File: src/rtl/mips_divider.sv
// mips_divider
// -----------------------------------------------------------------------------
// Multi-cycle restoring divider for the MIPS DIV / DIVU instructions.
// It produces one quotient bit per clock, so the latency is fixed.
// The quotient feeds LO and the remainder feeds HI.
//
// Ports:
//   clk          rising-edge clock
//   reset        synchronous, active-high; forces IDLE and clears all outputs
//   start        request a division (sampled only while idle)
//   is_signed    1 = DIV (two's complement), 0 = DIVU; captured with start
//   dividend     numerator; captured with start
//   divisor      denominator; captured with start
//   busy         high from the edge after acceptance until done
//   done         one-cycle pulse; results are valid from this cycle onward
//   quotient     result to LO (held until the next operation finishes)
//   remainder    result to HI (held until the next operation finishes)
//   div_by_zero  set with done when the captured divisor was zero
//
// Latency: if start is sampled at edge N, RUN occupies edges N+1..N+WIDTH,
// FIX is edge N+WIDTH+1, and done is high for the cycle after that edge.
// -----------------------------------------------------------------------------
module mips_divider #(
  parameter int WIDTH = 32
) (
  input  logic             clk,
  input  logic             reset,
  input  logic             start,
  input  logic             is_signed,
  input  logic [WIDTH-1:0] dividend,
  input  logic [WIDTH-1:0] divisor,
  output logic             busy,
  output logic             done,
  output logic [WIDTH-1:0] quotient,
  output logic [WIDTH-1:0] remainder,
  output logic             div_by_zero
);

  localparam int CW = $clog2(WIDTH + 1);
  localparam logic [WIDTH-1:0] ONE = WIDTH'(1);

  typedef enum logic [1:0] {
    IDLE = 2'd0,
    RUN  = 2'd1,
    FIX  = 2'd2
  } state_t;

  state_t           state_reg;
  logic [CW-1:0]    count_reg;
  logic             q_neg_reg;   // negate the quotient at FIX
  logic             r_neg_reg;   // negate the remainder at FIX
  logic             zero_reg;    // captured divisor was zero
  logic [WIDTH-1:0] orig_reg;    // unmodified dividend, returned on divide by zero
  logic [WIDTH-1:0] dvs_reg;     // divisor magnitude
  logic [WIDTH-1:0] rem_reg;     // partial remainder
  logic [WIDTH-1:0] quo_reg;     // dividend magnitude shifting out, quotient shifting in

  // Operand signs only count in signed mode.
  logic             dvd_neg;
  logic             dvs_neg;
  logic [WIDTH-1:0] dvd_mag;
  logic [WIDTH-1:0] dvs_mag;

  assign dvd_neg = is_signed & dividend[WIDTH-1];
  assign dvs_neg = is_signed & divisor[WIDTH-1];

  // The most negative value negates to itself. Read as unsigned, that is
  // exactly its magnitude, so no special case is needed.
  assign dvd_mag = dvd_neg ? (~dividend + ONE) : dividend;
  assign dvs_mag = dvs_neg ? (~divisor + ONE) : divisor;

  // One restoring step. The partial remainder is always below the divisor,
  // so the shifted value fits in WIDTH+1 bits. The top bit of the difference
  // is therefore a reliable borrow flag.
  logic [WIDTH:0] shifted;
  logic [WIDTH:0] diff;

  assign shifted = {rem_reg, quo_reg[WIDTH-1]};
  assign diff    = shifted - {1'b0, dvs_reg};

  // Sign correction applied at FIX.
  logic [WIDTH-1:0] q_fix;
  logic [WIDTH-1:0] r_fix;

  assign q_fix = q_neg_reg ? (~quo_reg + ONE) : quo_reg;
  assign r_fix = r_neg_reg ? (~rem_reg + ONE) : rem_reg;

  always_ff @(posedge clk) begin
    if (reset) begin
      state_reg   <= IDLE;
      count_reg   <= '0;
      q_neg_reg   <= 1'b0;
      r_neg_reg   <= 1'b0;
      zero_reg    <= 1'b0;
      orig_reg    <= '0;
      dvs_reg     <= '0;
      rem_reg     <= '0;
      quo_reg     <= '0;
      busy        <= 1'b0;
      done        <= 1'b0;
      quotient    <= '0;
      remainder   <= '0;
      div_by_zero <= 1'b0;
    end else begin
      done <= 1'b0;
      case (state_reg)
        IDLE: begin
          if (start) begin
            orig_reg  <= dividend;
            zero_reg  <= (divisor == '0);
            q_neg_reg <= dvd_neg ^ dvs_neg;
            r_neg_reg <= dvd_neg;
            quo_reg   <= dvd_mag;
            dvs_reg   <= dvs_mag;
            rem_reg   <= '0;
            count_reg <= CW'(WIDTH);
            busy      <= 1'b1;
            state_reg <= RUN;
          end
        end

        RUN: begin
          if (diff[WIDTH]) begin
            rem_reg <= shifted[WIDTH-1:0];  // borrow: restore
          end else begin
            rem_reg <= diff[WIDTH-1:0];
          end
          quo_reg   <= {quo_reg[WIDTH-2:0], ~diff[WIDTH]};
          count_reg <= count_reg - CW'(1);
          if (count_reg == CW'(1)) begin
            state_reg <= FIX;
          end
        end

        FIX: begin
          // With a zero divisor every trial subtract succeeds. That leaves
          // all ones in the quotient, but the remainder path is meaningless,
          // so the captured dividend is returned unmodified instead.
          if (zero_reg) begin
            quotient  <= '1;
            remainder <= orig_reg;
          end else begin
            quotient  <= q_fix;
            remainder <= r_fix;
          end
          div_by_zero <= zero_reg;
          done        <= 1'b1;
          busy        <= 1'b0;
          state_reg   <= IDLE;
        end

        default: begin
          state_reg <= IDLE;
        end
      endcase
    end
  end

endmodule

File: config.mk
export PLATFORM = sky130hd
export DESIGN_NAME = mips_divider
export DESIGN_NICKNAME = d
export VERILOG_FILES = /design/src/rtl/mips_divider.sv
export SDC_FILE = /design/constraint.sdc
export NUM_CORES = 1
export LEC_CHECK = 0
export BUFFER_PORTS_ARGS = -buffer_cell sky130_fd_sc_hd__clkbuf_2
export CORE_MARGIN = 2
export CORE_UTILIZATION = 54
export CTS_BUF_LIST = sky130_fd_sc_hd__clkbuf_16
export CTS_CLUSTER_DIAMETER = 100
export DETAILED_ROUTE_END_ITERATION = 6
export GPL_ROUTABILITY_DRIVEN = 0
export PLACE_DENSITY = 0.83
export SYNTH_ARGS = -nofsm -noshare
export SYNTH_HDL_FRONTEND = slang
export SYNTH_SLANG_ARGS = --single-unit
File: constraint.sdc
create_clock -name clk -period 3.35 [get_ports clk]
set_input_delay 0.67 -clock clk [delete_from_list [all_inputs] [get_ports clk]]
set_output_delay 0.67 -clock clk [all_outputs]
set_load 0.01 [all_outputs]
==> After elaboration in Yosys (flattened, before gate mapping) <==
Index checks and enable logic that the tools add are counted.
{ "op_classes": {"n_eq_ne": 5, "bitwise": 8, "muxes": 19, "n_addsub": 6, "n_reduce_logical": 8} }
{ "op_table": {"columns": ["cell", "n"], "rows": [
  ["2-to-1 mux 32 bit", 9],
  ["adder 32 x 1 -> 32 bit (second input constant)", 4],
  ["NOT 32 bit", 4],
  ["one-hot mux 32 bit (2 select lines)", 2],
  ["subtractor 33 x 32 -> 33 bit", 1],
  ["zero test 32 bit", 1],
  ["one-hot mux 6 bit (2 select lines)", 1],
  ["AND reduction 2 bit", 4],
  ["== test 6 x 1 -> 1 bit (second input constant)", 1],
  ["2-to-1 mux 6 bit", 1],
  ["subtractor 6 x 1 -> 6 bit (second input constant)", 1],
  ["2-to-1 mux 2 bit", 2],
  ["inequality test 2 bit (second input constant)", 2],
  ["one-hot mux 2 bit (2 select lines)", 1],
  ["nonzero test 2 bit", 2],
  ["bitwise AND 1 bit", 2],
  ["== test 2 x 1 -> 1 bit (second input constant)", 1],
  ["== test 2 bit (second input constant)", 1],
  ["zero test 2 bit", 1],
  ["2-to-1 mux 1 bit", 2],
  ["one-hot mux 1 bit (2 select lines)", 1],
  ["NOT 1 bit", 1],
  ["bitwise XOR 1 bit", 1]
]} }
{ "totals": {"reg_bits": 206} }

==> Depth between registers and ports, before layout <==
{ "depth": {"word_depth": 5, "ltp_mapped": 14, "depth_no_buf": 13} }

==> Least setup slack after synthesis <==
No wires, ideal clock.
{ "synth_timing": {"kind": "flip-flop to flip-flop", "startpoint": "reg quo_reg[31]", "endpoint": "reg rem_reg[25]", "n_path_buf": 1, "stages_incl_launch_ff": 15, "setup_ns": 0.129, "slack_ns": 0.166, "arrival_time_ns": 3.055, "required_time_ns": 3.221, "path_cell_list": "dfxtp_1 -> inv_1 -> ha_1 -> fa_1 -> nor2b_1 -> o31a_1 -> o31ai_1 -> a2111oi_0 -> o21ai_0 -> nand4_1 -> o211ai_1 -> xnor2_2 -> buf_2 -> mux2i_1 -> o21ai_0"} }
{ "synth_via": {"elab_chain_len": 3} }
{ "synth_lines": {"columns": ["item", "line_no", "text"], "rows": [
  ["start: declaration", "56", "logic [WIDTH-1:0] quo_reg;"],
  ["start signal: assignment", "113", "quo_reg <= dvd_mag;"],
  ["start signal: assignment", "128", "quo_reg <= {quo_reg[WIDTH-2:0], ~diff[WIDTH]};"],
  ["subtractor 33 x 32 -> 33 bit", "79", "assign diff = shifted - {1'b0, dvs_reg};"],
  ["2-to-1 mux 32 bit", "123", "if (diff[WIDTH]) begin"],
  ["one-hot mux 32 bit (2 select lines)", "106", "case (state_reg)"],
  ["end signal: assignment", "124", "rem_reg <= shifted[WIDTH-1:0];"],
  ["end signal: assignment", "126", "rem_reg <= diff[WIDTH-1:0];"],
  ["end: declaration", "55", "logic [WIDTH-1:0] rem_reg;"]
]} }
Every way passes these cells.
A chain may end at the register's enable or synchronous reset.

==> Final worst setup path <==
{ "layout_timing": {"startpoint": "reg dvs_reg[1]", "endpoint": "reg rem_reg[29]"} }
{ "layout_via": {"elab_chain_len": 3} }
{ "layout_lines": {"columns": ["item", "line_no", "text"], "rows": [
  ["start: declaration", "54", "logic [WIDTH-1:0] dvs_reg;"],
  ["start signal: assignment", "114", "dvs_reg <= dvs_mag;"],
  ["subtractor 33 x 32 -> 33 bit", "79", null],
  ["2-to-1 mux 32 bit", "123", null],
  ["one-hot mux 32 bit (2 select lines)", "106", null]
]} }
Every way passes these cells.

==> results.py <==
metrics = {
    "clock_tree": {
        "ctsHtreeMaxLevel": 1,
        "cts_sinks": 206,
        "cts_inserted_buffers": 23,
        "clkTransAtPathRegs_ns": 0.06,
        "clk_latency_ns": 0.51,
        "clk_path_buf_depth": 3,
        "cts_root_buf": "clkbuf_16",
        "cts_tree": "built",
    },
    "final_layout": {
        "nNetsFinal": 1733,
        "postLayoutCellArea_um2": 13800,
        "n_antenna_cell": 0,
        "multi_input_area_um2": 7230,
        "n_fill_cell": 1815,
        "fin_cells": 1921,
        "final_cell_mix": "nand2_1 (247), dfxtp_1 (204), nor2_1 (147)",
        "seqCellArea_um2": 4130,
        "final_util": 0.636,
        "area_growth_pct": 16.4,
        "final_common_cell": "nand2_1",
        "drive_gt1_frac": 0.153,
    },
    "worst_setup_path": {
        "cp_slowest_cell": "o311ai_1",
        "critPathMaxFanout": 4,
        "cp_cell_sequence": "inv_1, ha_1, nor2b_1, o2111ai_1, a311oi_2, o311ai_1, buf_4, a31oi_1, a31oi_1, o21bai_1, and4b_1, o41ai_1, o21ai_0",
        "crit_arrival_ns": 3.69,
        "required_ns": 3.71,
        "cp-start-kind": "register",
        "critPathKind": "reg2reg",
        "path_buf_inv": 2,
        "cp-end-kind": "register",
        "cpPeakStageDelay_ns": 0.39,
        "crit_family": "compound AO/OA/AOI/OAI gates",
        "worst_path_most_repeated_cell": "a31oi_1",
    },
    "die": {
        "start_util": 0.546,
        "die-area_um2": 23100,
        "die_h_um": 152,
        "die_x_um": 152,
        "num_rows": 54,
        "core_area_um2": 21700,
        "io_pins": 135,
    },
    "placement": {
        "dp_hpwl_um": 22000,
        "placed_cells": 1871,
        "portBuffers": 134,
        "place_area_um2": 12800,
        "post-place-ws_ns": -0.162,
    },
    "synthesis": {
        "avgSynthCellArea_um2": 7.79,
        "synth.distinct_cells": 65,
        "syn-num-nets": 1628,
        "yosysWarnings": 0,
        "postSynthCellCount": 1521,
        "netlist_area_um2": 11800,
        "ys_seq_elements": 206,
        "async_flop_share": 0,
        "yosysSeqAreaShare": 0.348,
        "synth_edf_count": 0,
        "synth_flop_cell": "dfxtp_1",
    },
    "route": {
        "dr.pass1.iters": 7,
        "via_count": 11400,
        "drt_first_iter_violations": 1050,
        "post_drt_wl_per_cell_um": 16.5,
        "vias_per_cell": 5.96,
        "postRouteAntennaNets": 0,
        "routed_wl_um": 31700,
        "drc_errors": 5,
    },
    "sta": {
        "slew_headroom": 0.176,
        "whs_ns": 0.426,
        "setup_viol": 0,
        "hold_viol": 0,
        "setup_ws_ns": 0.0190,
        "drv_slew": 0,
        "fin_skew_ns": 0.0119,
        "worstMarginPinSlew_ns": 1.24,
        "finalCritPeriodShare": 0.994,
        "min_period_ns": 3.33,
        "fmax_mhz": 300,
    },
    "outcome": {
        "violations": "DRC",
        "outcome": "finished, violations left",
    },
    "grt": {
        "antenna_found_initial": 0,
        "grt_max_degree": 137,
        "grt-ovfl-total": 0,
        "grt_util_all_layers": 0.253,
        "grt_pass1_vias": 10600,
        "grt_pass1_wl_um": 50400,
    },
    "pwr": {
        "vdd.ir_drop.worst_mv": 0.376,
        "power.density_nw_per_um2": 642,
        "p_leak_uw": 0.00546,
    },
    "flow_run": {
        "max_cap_violations": 0,
    },
    "min_path": {
        "hold_class": "in2reg",
    },
}
-- tightest hold or removal path: cells and delay by family --
family / cells / cell delay, ns
AND/OR/NAND/NOR: 1 / 0.06
buffers and inverters: 1 / 0.11
AO/OA/AOI/OAI: 1 / 0.05
-- Yosys cell counts, drive strengths merged, types with 5 or more instances --
cell | instances | share of area
o21ai | 113 | 0.048
o21bai | 6 | 0.0038
or3 | 17 | 0.0094
a31oi | 7 | 0.0037
nand3 | 21 | 0.0089
a21o | 14 | 0.0089
o31ai | 27 | 0.019
a21oi | 116 | 0.049
or2 | 5 | 0.0026
a222oi | 31 | 0.026
nand2b | 14 | 0.0074
xor2 | 75 | 0.055
dfxtp | 206 | 0.35
a211oi | 32 | 0.020
nand4 | 8 | 0.0042
clkbuf | 86 | 0.027
xnor2 | 71 | 0.053
nor3 | 13 | 0.0055
nor2b | 9 | 0.0048
mux2i | 32 | 0.027
nor2 | 147 | 0.047
o41ai | 17 | 0.013
inv | 53 | 0.017
o22ai | 31 | 0.016
nor4 | 14 | 0.0092
buf | 13 | 0.0069
or4 | 14 | 0.0092
ha | 38 | 0.040
and2 | 6 | 0.0032
nand2 | 247 | 0.078
a311oi | 5 | 0.0037
-- worst paths after layout --
path	start	to	slack, ns	cells past startpoint
max	dvs_reg[1]	rem_reg[29]	0.02	13
min	dividend[5]	orig_reg[5]	0.43	3
max reg2reg	dvs_reg[1]	rem_reg[29]	0.02	13
min reg2reg	remainder[4]	remainder[4]	0.46	2
-- report_power, final --
part	leakage [uW]	internal, uW	switching, uW
Sequential	0.00168	2630	214
Clock	0.000377	1480	1020
Combinational	0.00340	1650	1870
-- metrics by stage --
step / total power [uW] / setup TNS (ns)
floorplan: 5190 / 0
global placement: 5820 / 0
detailed placement: 5920 / -3.55
CTS: 8430 / 0
global route: 9290 / -0.223
finish: 8850 / 0
-- layout make-up --
type / count / share of cell area
clock buffers: 23 / 0.0418
clock inverters: 17 / 0.0119
inverters: 53 / 0.0144
multi-input cells: 1162 / 0.524
flip-flops and latches: 206 / 0.299
well taps: 280 / 0.0254
repair buffers: 180 / 0.0829
-- per-layer routing --
metal	up-vias	global-route usage	share of wire
li1	5588	-	-
met1	5317	0.337	0.43
met2	481	0.428	0.47
met3	62	0.0374	0.076
met4	0	0.0721	0.026
met5	-	0	0
-- repair_timing --
action                                  4_1_cts  5_1_grt
endpoints found under the setup margin       32       36
gates resized for setup                       2       25
cloned                                        0        4
hold buffers                                  0        0
buffers inserted                              0        6
pin swaps                                     0        7
-- logic make-up after synthesis --
group | Yosys count | share of synthesized area
simple gates | 527 | 0.197
compound gates | 418 | 0.225
flops | 206 | 0.348
buf+inv | 153 | 0.0517
xor+xnor | 146 | 0.109
fa+ha+maj | 39 | 0.0418
mux | 32 | 0.0270
(Power assumes the default switching activity.)
